[config.mk]
export PLATFORM = sky130hd
export DESIGN_NAME = mst_rx_cmd_dec_flat
export DESIGN_NICKNAME = d
export VERILOG_FILES = /design/src/rtl/mst_rx_cmd_dec_if.sv /design/src/rtl/mst_rx_cmd_dec.sv /design/src/flat_wrapper.sv
export SDC_FILE = /design/constraint.sdc
export NUM_CORES = 1
export LEC_CHECK = 0
export CAP_MARGIN = 25
export CORE_MARGIN = 4
export CORE_UTILIZATION = 58
export DETAILED_ROUTE_END_ITERATION = 6
export GPL_ROUTABILITY_DRIVEN = 0
export PLACE_DENSITY = 0.85
export SLEW_MARGIN = 20
export SYNTH_ARGS = -nofsm -noshare
export SYNTH_HDL_FRONTEND = slang
export SYNTH_SLANG_ARGS = --single-unit
[constraint.sdc]
create_clock -name clk -period 3.65 [get_ports clk]
set_input_delay 1.095 -clock clk [delete_from_list [all_inputs] [get_ports clk]]
set_output_delay 1.095 -clock clk [all_outputs]
set_load 0.005 [all_outputs]
[src/rtl/mst_rx_cmd_dec_if.sv]
// Register-write bus between the command decoder (master) and the register file (slave).
// Valid/ready handshake: a write transfers on the cycle reg_vld & reg_rdy.
interface mst_rx_cmd_dec_if;
  logic        reg_vld;
  logic        reg_rdy;
  logic [15:0] reg_addr;
  logic [31:0] reg_wdat;

  modport master (output reg_vld, output reg_addr, output reg_wdat, input reg_rdy);
  modport slave  (input reg_vld, input reg_addr, input reg_wdat, output reg_rdy);
endinterface

[src/rtl/mst_rx_cmd_dec.sv]
// Command-packet decoder on one master-FIFO receive channel; write bursts become register writes.
// Optional in-packet idle timeout is built only when MST_CMD_TIMEOUT_EN is defined.
module mst_rx_cmd_dec #(
  parameter logic [1:0]  CHN       = 2'd0,
  parameter int          QDEP_LOG2 = 2,
  parameter logic [15:0] TO_CYC    = 16'd1024
) (
  input  logic                    clk,
  input  logic                    rst_n,
  input  logic                    clr,
  input  logic                    ififowr,
  input  logic [1:0]              ififowrid,
  input  logic [35:0]             ififo_wdat,
  mst_rx_cmd_dec_if.master        reg_bus,
  output logic                    pkt_done,
  output logic                    pkt_err,
  output logic [2:0]              err_code,
  output logic                    ovf,
  output logic [15:0]             pkt_cnt,
  output logic [7:0]              err_cnt
);

  localparam int QDEP = 1 << QDEP_LOG2;

  typedef enum logic [1:0] {HUNT, LEN, PAY, CSUM} state_t;

  state_t      state, state_n;
  logic        acc, be_ok;
  logic [31:0] word;
  logic [7:0]  opcode;
  logic [15:0] addr;
  logic [31:0] csum;
  logic [7:0]  remain;

  logic        push, hdr_ld, len_ld, pay_step;
  logic        done_ev, err_ev;
  logic [2:0]  err_code_ev;

  logic [15:0]          q_addr [QDEP];
  logic [31:0]          q_data [QDEP];
  logic [QDEP_LOG2-1:0] wr_ptr, rd_ptr;
  logic [QDEP_LOG2:0]   q_cnt;
  logic                 q_full, q_pop, q_wr;
  logic [15:0]          last_addr;
  logic [31:0]          last_data;

  assign acc   = ififowr && (ififowrid == CHN);
  assign be_ok = (ififo_wdat[35:32] == 4'hF);
  assign word  = ififo_wdat[31:0];

`ifdef MST_CMD_TIMEOUT_EN
  logic [15:0] idle_cnt;
  logic        timeout;

  assign timeout = !acc && (state != HUNT) && (idle_cnt == TO_CYC - 16'd1);

  always_ff @(posedge clk or negedge rst_n) begin
    if (!rst_n)
      idle_cnt <= 16'd0;
    else if (clr || acc || state == HUNT || state_n == HUNT)
      idle_cnt <= 16'd0;
    else
      idle_cnt <= idle_cnt + 16'd1;
  end
`else
  logic unused_to_cyc;
  assign unused_to_cyc = ^TO_CYC;
`endif

  always_ff @(posedge clk or negedge rst_n) begin
    if (!rst_n)
      state <= HUNT;
    else if (clr)
      state <= HUNT;
    else
      state <= state_n;
  end

  // A bad byte-enable aborts from any state and is never taken as a header.
  always_comb begin
    state_n     = state;
    push        = 1'b0;
    hdr_ld      = 1'b0;
    len_ld      = 1'b0;
    pay_step    = 1'b0;
    done_ev     = 1'b0;
    err_ev      = 1'b0;
    err_code_ev = 3'd0;
    if (acc) begin
      if (!be_ok) begin
        err_ev      = 1'b1;
        err_code_ev = 3'd3;
        state_n     = HUNT;
      end else begin
        case (state)
          HUNT: begin
            if (word[31:24] == 8'hA5) begin
              hdr_ld  = 1'b1;
              state_n = LEN;
            end else begin
              err_ev      = 1'b1;
              err_code_ev = 3'd1;
            end
          end
          LEN: begin
            if (word[31:8] != 24'd0 || word[7:0] == 8'd0) begin
              err_ev      = 1'b1;
              err_code_ev = 3'd2;
              state_n     = HUNT;
            end else begin
              len_ld  = 1'b1;
              state_n = PAY;
            end
          end
          PAY: begin
            pay_step = 1'b1;
            push     = (opcode == 8'h01);
            if (remain == 8'd1)
              state_n = CSUM;
          end
          CSUM: begin
            state_n = HUNT;
            if (word != csum) begin
              err_ev      = 1'b1;
              err_code_ev = 3'd4;
            end else if (opcode != 8'h01) begin
              err_ev      = 1'b1;
              err_code_ev = 3'd5;
            end else begin
              done_ev = 1'b1;
            end
          end
          default: state_n = HUNT;
        endcase
      end
    end
`ifdef MST_CMD_TIMEOUT_EN
    else if (timeout) begin
      err_ev      = 1'b1;
      err_code_ev = 3'd6;
      state_n     = HUNT;
    end
`endif
  end

  always_ff @(posedge clk or negedge rst_n) begin
    if (!rst_n) begin
      opcode <= 8'd0;
      addr   <= 16'd0;
      csum   <= 32'd0;
      remain <= 8'd0;
    end else if (!clr) begin
      if (hdr_ld) begin
        opcode <= word[23:16];
        addr   <= word[15:0];
        csum   <= word;
      end
      if (len_ld) begin
        remain <= word[7:0];
        csum   <= csum ^ word;
      end
      if (pay_step) begin
        remain <= remain - 8'd1;
        csum   <= csum ^ word;
        if (push)
          addr <= addr + 16'd1;
      end
    end
  end

  always_ff @(posedge clk or negedge rst_n) begin
    if (!rst_n) begin
      pkt_done <= 1'b0;
      pkt_err  <= 1'b0;
      err_code <= 3'd0;
      pkt_cnt  <= 16'd0;
      err_cnt  <= 8'd0;
    end else if (clr) begin
      pkt_done <= 1'b0;
      pkt_err  <= 1'b0;
      err_code <= 3'd0;
      pkt_cnt  <= 16'd0;
      err_cnt  <= 8'd0;
    end else begin
      pkt_done <= done_ev;
      pkt_err  <= err_ev;
      if (err_ev) begin
        err_code <= err_code_ev;
        if (err_cnt != 8'hFF)
          err_cnt <= err_cnt + 8'd1;
      end
      if (done_ev)
        pkt_cnt <= pkt_cnt + 16'd1;
    end
  end

  // A push into a full queue is still legal when the head leaves in the same cycle.
  assign q_full = (q_cnt == (QDEP_LOG2+1)'(QDEP));
  assign q_pop  = reg_bus.reg_vld && reg_bus.reg_rdy;
  assign q_wr   = push && (!q_full || q_pop) && !clr;

  always_ff @(posedge clk) begin
    if (q_wr) begin
      q_addr[wr_ptr] <= addr;
      q_data[wr_ptr] <= word;
    end
  end

  always_ff @(posedge clk or negedge rst_n) begin
    if (!rst_n) begin
      wr_ptr    <= '0;
      rd_ptr    <= '0;
      q_cnt     <= '0;
      ovf       <= 1'b0;
      last_addr <= 16'd0;
      last_data <= 32'd0;
    end else if (clr) begin
      rd_ptr <= wr_ptr;
      q_cnt  <= '0;
      ovf    <= 1'b0;
    end else begin
      if (q_wr)
        wr_ptr <= wr_ptr + 1'b1;
      if (q_pop) begin
        rd_ptr    <= rd_ptr + 1'b1;
        last_addr <= q_addr[rd_ptr];
        last_data <= q_data[rd_ptr];
      end
      if (q_wr && !q_pop)
        q_cnt <= q_cnt + 1'b1;
      else if (!q_wr && q_pop)
        q_cnt <= q_cnt - 1'b1;
      if (push && q_full && !q_pop)
        ovf <= 1'b1;
    end
  end

  // Once drained, the bus keeps presenting the last write that left the queue.
  assign reg_bus.reg_vld  = (q_cnt != '0);
  assign reg_bus.reg_addr = reg_bus.reg_vld ? q_addr[rd_ptr] : last_addr;
  assign reg_bus.reg_wdat = reg_bus.reg_vld ? q_data[rd_ptr] : last_data;

endmodule

[src/flat_wrapper.sv]
// flat-port wrapper written by rule: the top's interface ports become plain ports
module mst_rx_cmd_dec_flat 
#(
  parameter logic [1:0]  CHN       = 2'd0,
  parameter int          QDEP_LOG2 = 2,
  parameter logic [15:0] TO_CYC    = 16'd1024
)
  (clk, rst_n, clr, ififowr, ififowrid, ififo_wdat, pkt_done, pkt_err, err_code, ovf, pkt_cnt, err_cnt, reg_bus_reg_vld, reg_bus_reg_addr, reg_bus_reg_wdat, reg_bus_reg_rdy);
  mst_rx_cmd_dec_if reg_bus_i ();
  input  logic clk;
  input  logic rst_n;
  input  logic clr;
  input  logic ififowr;
  input  logic [1:0] ififowrid;
  input  logic [35:0] ififo_wdat;
  output logic pkt_done;
  output logic pkt_err;
  output logic [2:0] err_code;
  output logic ovf;
  output logic [15:0] pkt_cnt;
  output logic [7:0] err_cnt;
  output wire logic [$bits(reg_bus_i.reg_vld)-1:0] reg_bus_reg_vld;
  output wire logic [$bits(reg_bus_i.reg_addr)-1:0] reg_bus_reg_addr;
  output wire logic [$bits(reg_bus_i.reg_wdat)-1:0] reg_bus_reg_wdat;
  input wire logic [$bits(reg_bus_i.reg_rdy)-1:0] reg_bus_reg_rdy;
  assign reg_bus_reg_vld = reg_bus_i.reg_vld;
  assign reg_bus_reg_addr = reg_bus_i.reg_addr;
  assign reg_bus_reg_wdat = reg_bus_i.reg_wdat;
  assign reg_bus_i.reg_rdy = reg_bus_reg_rdy;
  mst_rx_cmd_dec #(.CHN(CHN), .QDEP_LOG2(QDEP_LOG2), .TO_CYC(TO_CYC)) u_core (.clk(clk), .rst_n(rst_n), .clr(clr), .ififowr(ififowr), .ififowrid(ififowrid), .ififo_wdat(ififo_wdat), .reg_bus(reg_bus_i), .pkt_done(pkt_done), .pkt_err(pkt_err), .err_code(err_code), .ovf(ovf), .pkt_cnt(pkt_cnt), .err_cnt(err_cnt));
endmodule
==> impl_metrics.json <==
{
  "status": "completed",
  "first_pass_iters": 5,
  "powerDensity_nw_per_um2": 461,
  "async_flop_share_pct": 44.0,
  "rsz0062_at_grt": "yes",
  "cp.arrival_ns": 2.51,
  "peakVddDrop_v": 0.000543,
  "finalSetupViolations": 0,
  "start_util_pct": 59.7,
  "dpl.hpwl_um": 24600,
  "cp-start-kind": "flip-flop",
  "drt_iter0_markers": 1063,
  "track_usage_pct": 26.3,
  "wl_um": 38200,
  "drc": 0,
  "die_x_um": 170,
  "synth_cell_types": 55,
  "cpPeakStageDelay_ns": 0.53,
  "synth_nets": 1136,
  "htreeDepth": 2,
  "cp_slowest_cell": "mux4_2",
  "drive_gt1_share_pct": 25.0,
  "cts_root_buffer": "clkbuf_16",
  "crit_fanout": 20,
  "die_area_um2": 28900,
  "std_cell_rows": 58,
  "worstReg2RegStart": "u_core.csum[14]$_DFFE_PN0P_",
  "nNetsFinal": 1348,
  "drv_slew": 0,
  "num_io_pins": 122,
  "skew_ns": 0.0210,
  "multi_input_area_um2": 5410,
  "grt_pass1_vias": 10800,
  "hold_class": "flip-flop to flip-flop",
  "max_freq_ghz": 0.277,
  "grt_pass1_wl_um": 59300,
  "clock_latency_ns": 0.53,
  "die_y_um": 170,
  "yosysMostFrequentCell": "edfxtp_1",
  "core_area_um2": 25500,
  "diodes": 0,
  "synth_top_cell_by_area": "edfxtp_1",
  "hold_buffers": 0,
  "cts_buffer_depth": 3,
  "netlist.area_leader.share_pct": 37.9,
  "r2r_cells": 8,
  "worstHoldPathCells": 1,
  "postLayoutCoreUtil_pct": 74.2,
  "endpoint_kind": "output pin",
  "yosysWarningCount": 0,
  "antenna_found_initial": 0,
  "ys.flop_type": "edfxtp_1",
  "port_buffers": 121,
  "p_leak_uw": 0.00772,
  "clk_pin_slew_ns": 0.06,
  "dp_cells": 1575,
  "synth.top_cells.by_area": "edfxtp_1, dfrtp_1, mux2_2",
  "worstSetupPathType": "flip-flop to output pin",
  "worst_pin_slew_ns": 0.782,
  "hold_start": "u_core.last_addr[1]$_DFFE_PN0P_",
  "maxCapViolations": 0,
  "n_fill_cell": 1489,
  "synth_cells": 1083,
  "synth_seq_cells": 343,
  "numCtsBuffers": 37,
  "vias_per_cell": 6.31,
  "wl_per_cell_um": 23.1,
  "ys_top_cells_by_count": "edfxtp_1, dfrtp_1, a21oi_1, mux2_2, nand2_1",
  "syn_to_final_growth_pct": 24.3,
  "cts_tree": "yes",
  "dr_total_vias": 10400,
  "seq_area_frac_synth_pct": 62.8,
  "netlist_area_um2": 15200,
  "hold_viol_final": 0,
  "period_share_pct": 98.7,
  "ant_nets": 0,
  "synth_edf_count": 192,
  "hold_path_end": "u_core.last_addr[1]$_DFFE_PN0P_",
  "grt-ovfl-total": 0,
  "seqCellArea_um2": 9550,
  "period_minus_slack_ns": 3.60,
  "crit_required_ns": 2.55,
  "clkSinkCount": 343,
  "final_cells": 1652,
  "reg2reg_to": "u_core.pkt_cnt[15]$_DFFE_PN0P_",
  "syn_avg_cell_area_um2": 14.0,
  "crit_chain": "buf_16 -> mux4_2 -> mux2_2 -> clkdlybuf4s50_1",
  "grt_max_degree": 74,
  "slew_headroom_pct": 47.9,
  "reg2reg_slack_ns": 0.72
}
## metrics by stage
stage               setup WS, ns  power [uW]  area (um2)  TNS [ns]  hold WS (ns)
floorplan                 0.0271        4760       15200         0         0.465
detailed placement        -0.486        5330       17600    -42.34         0.492
finish                    0.0463        8720       18900         0         0.501
global route             -0.0270        9030       18900    -0.118         0.518
CTS                      -0.0239        8760       18700   -0.0239         0.505
global placement          -0.534        5280       17600    -34.09         0.484
## final cells by class
type | instances | share of cell area (%)
Clock buffer | 52 | 5.52
Clock inverter | 14 | 0.450
Inverter | 16 | 0.318
Multi-Input combinational cell | 668 | 28.6
Sequential cell | 343 | 50.5
Tap cell | 330 | 2.19
Timing Repair Buffer | 229 | 12.4
## report_power, final
group / switching (uW) / internal (uW) / total, uW
logic: 371 / 558 / 930
clock network: 1480 / 2000 / 3480
registers: 81.5 / 4230 / 4310
total: 1930 / 6790 / 8720
## repair_timing
item                       in CTS  in global routing
cloned                          0                  1
setup endpoints to repair      19                 41
pin swaps                       0                  1
resized for setup              19                 14
buffers inserted                0                 10
## kinds of logic (layout without fill, tap and decap cells)
family / count (synthesis) / in the layout / share of synthesized area (%)
flops: 343 / 343 / 62.8
simple gates: 242 / 242 / 8.00
compound gates: 187 / 187 / 6.94
mux: 183 / 183 / 16.9
buf+inv: 72 / 311 / 1.84
xor+xnor: 46 / 46 / 2.65
fa+ha+maj: 10 / 10 / 0.873
## worst max-delay path, delay by kind of cell (launching register included)
kind	cells	cell delay (ns)
mux	2	0.80
flops	1	0.46
buf+inv	2	0.70
## state kept, by name, indices dropped and copies added (netlist names), 8 cells and up
| signal | count |
|---|---|
| u_core.remain | 8 |
| u_core.opcode | 8 |
| u_core.pkt_cnt | 16 |
| u_core.q_addr | 64 |
| u_core.err_cnt | 8 |
| u_core.last_addr | 16 |
| u_core.addr | 16 |
| u_core.last_data | 32 |
| u_core.csum | 32 |
| u_core.q_data | 128 |
## worst max-delay path by stage
stage / start / to / slack [ns]
2_1_floorplan: ififowrid[1] / u_core.q_addr[0][0]$_DFFE_PP_ / 0.03
3_3_place_gp: ififo_wdat[20] / u_core.pkt_cnt[15]$_DFFE_PN0P_ / -0.53
3_5_place_dp: ififo_wdat[20] / u_core.pkt_cnt[15]$_DFFE_PN0P_ / -0.49
4_1_cts: u_core.rd_ptr[0]$_DFFE_PN0P_ / reg_bus_reg_wdat[2] / -0.02
5_1_grt: u_core.rd_ptr[0]$_DFFE_PN0P_ / reg_bus_reg_wdat[16] / -0.03
6_report: u_core.rd_ptr[0]$_DFFE_PN0P_ / reg_bus_reg_wdat[26] / 0.05
## cells in the final DEF (no fill, tap or decap), drive strengths merged, types with 10 or more instances in the layout
| master | count |
|---|---|
| xor2 | 39 |
| clkdlybuf4s50 | 94 |
| a21oi | 110 |
| and2 | 12 |
| nor2 | 48 |
| mux2i | 28 |
| mux2 | 107 |
| dlygate4sd2 | 16 |
| nor3 | 10 |
| clkinv | 12 |
| nor4 | 16 |
| buf | 109 |
| nand3 | 22 |
| mux4 | 48 |
| nand2 | 73 |
| edfxtp | 192 |
| clkbuf | 53 |
| dfrtp | 151 |
| nand4 | 14 |
| inv | 17 |
| or3 | 14 |
| o21ai | 37 |
## per-layer routing
layer | wire length (um) | part of all wire [%] | vias to the layer above | track usage [%]
met4 | 1190 | 3.1 | 0 | 8.37
met1 | 14400 | 38 | 5245 | 34.9
met2 | 19700 | 52 | 546 | 45.3
met3 | 2880 | 7.6 | 96 | 4.13
li1 | - | - | 4536 | -
met5 | 0 | 0 | - | 0
Note: power is estimated with default switching activity, not from simulation.
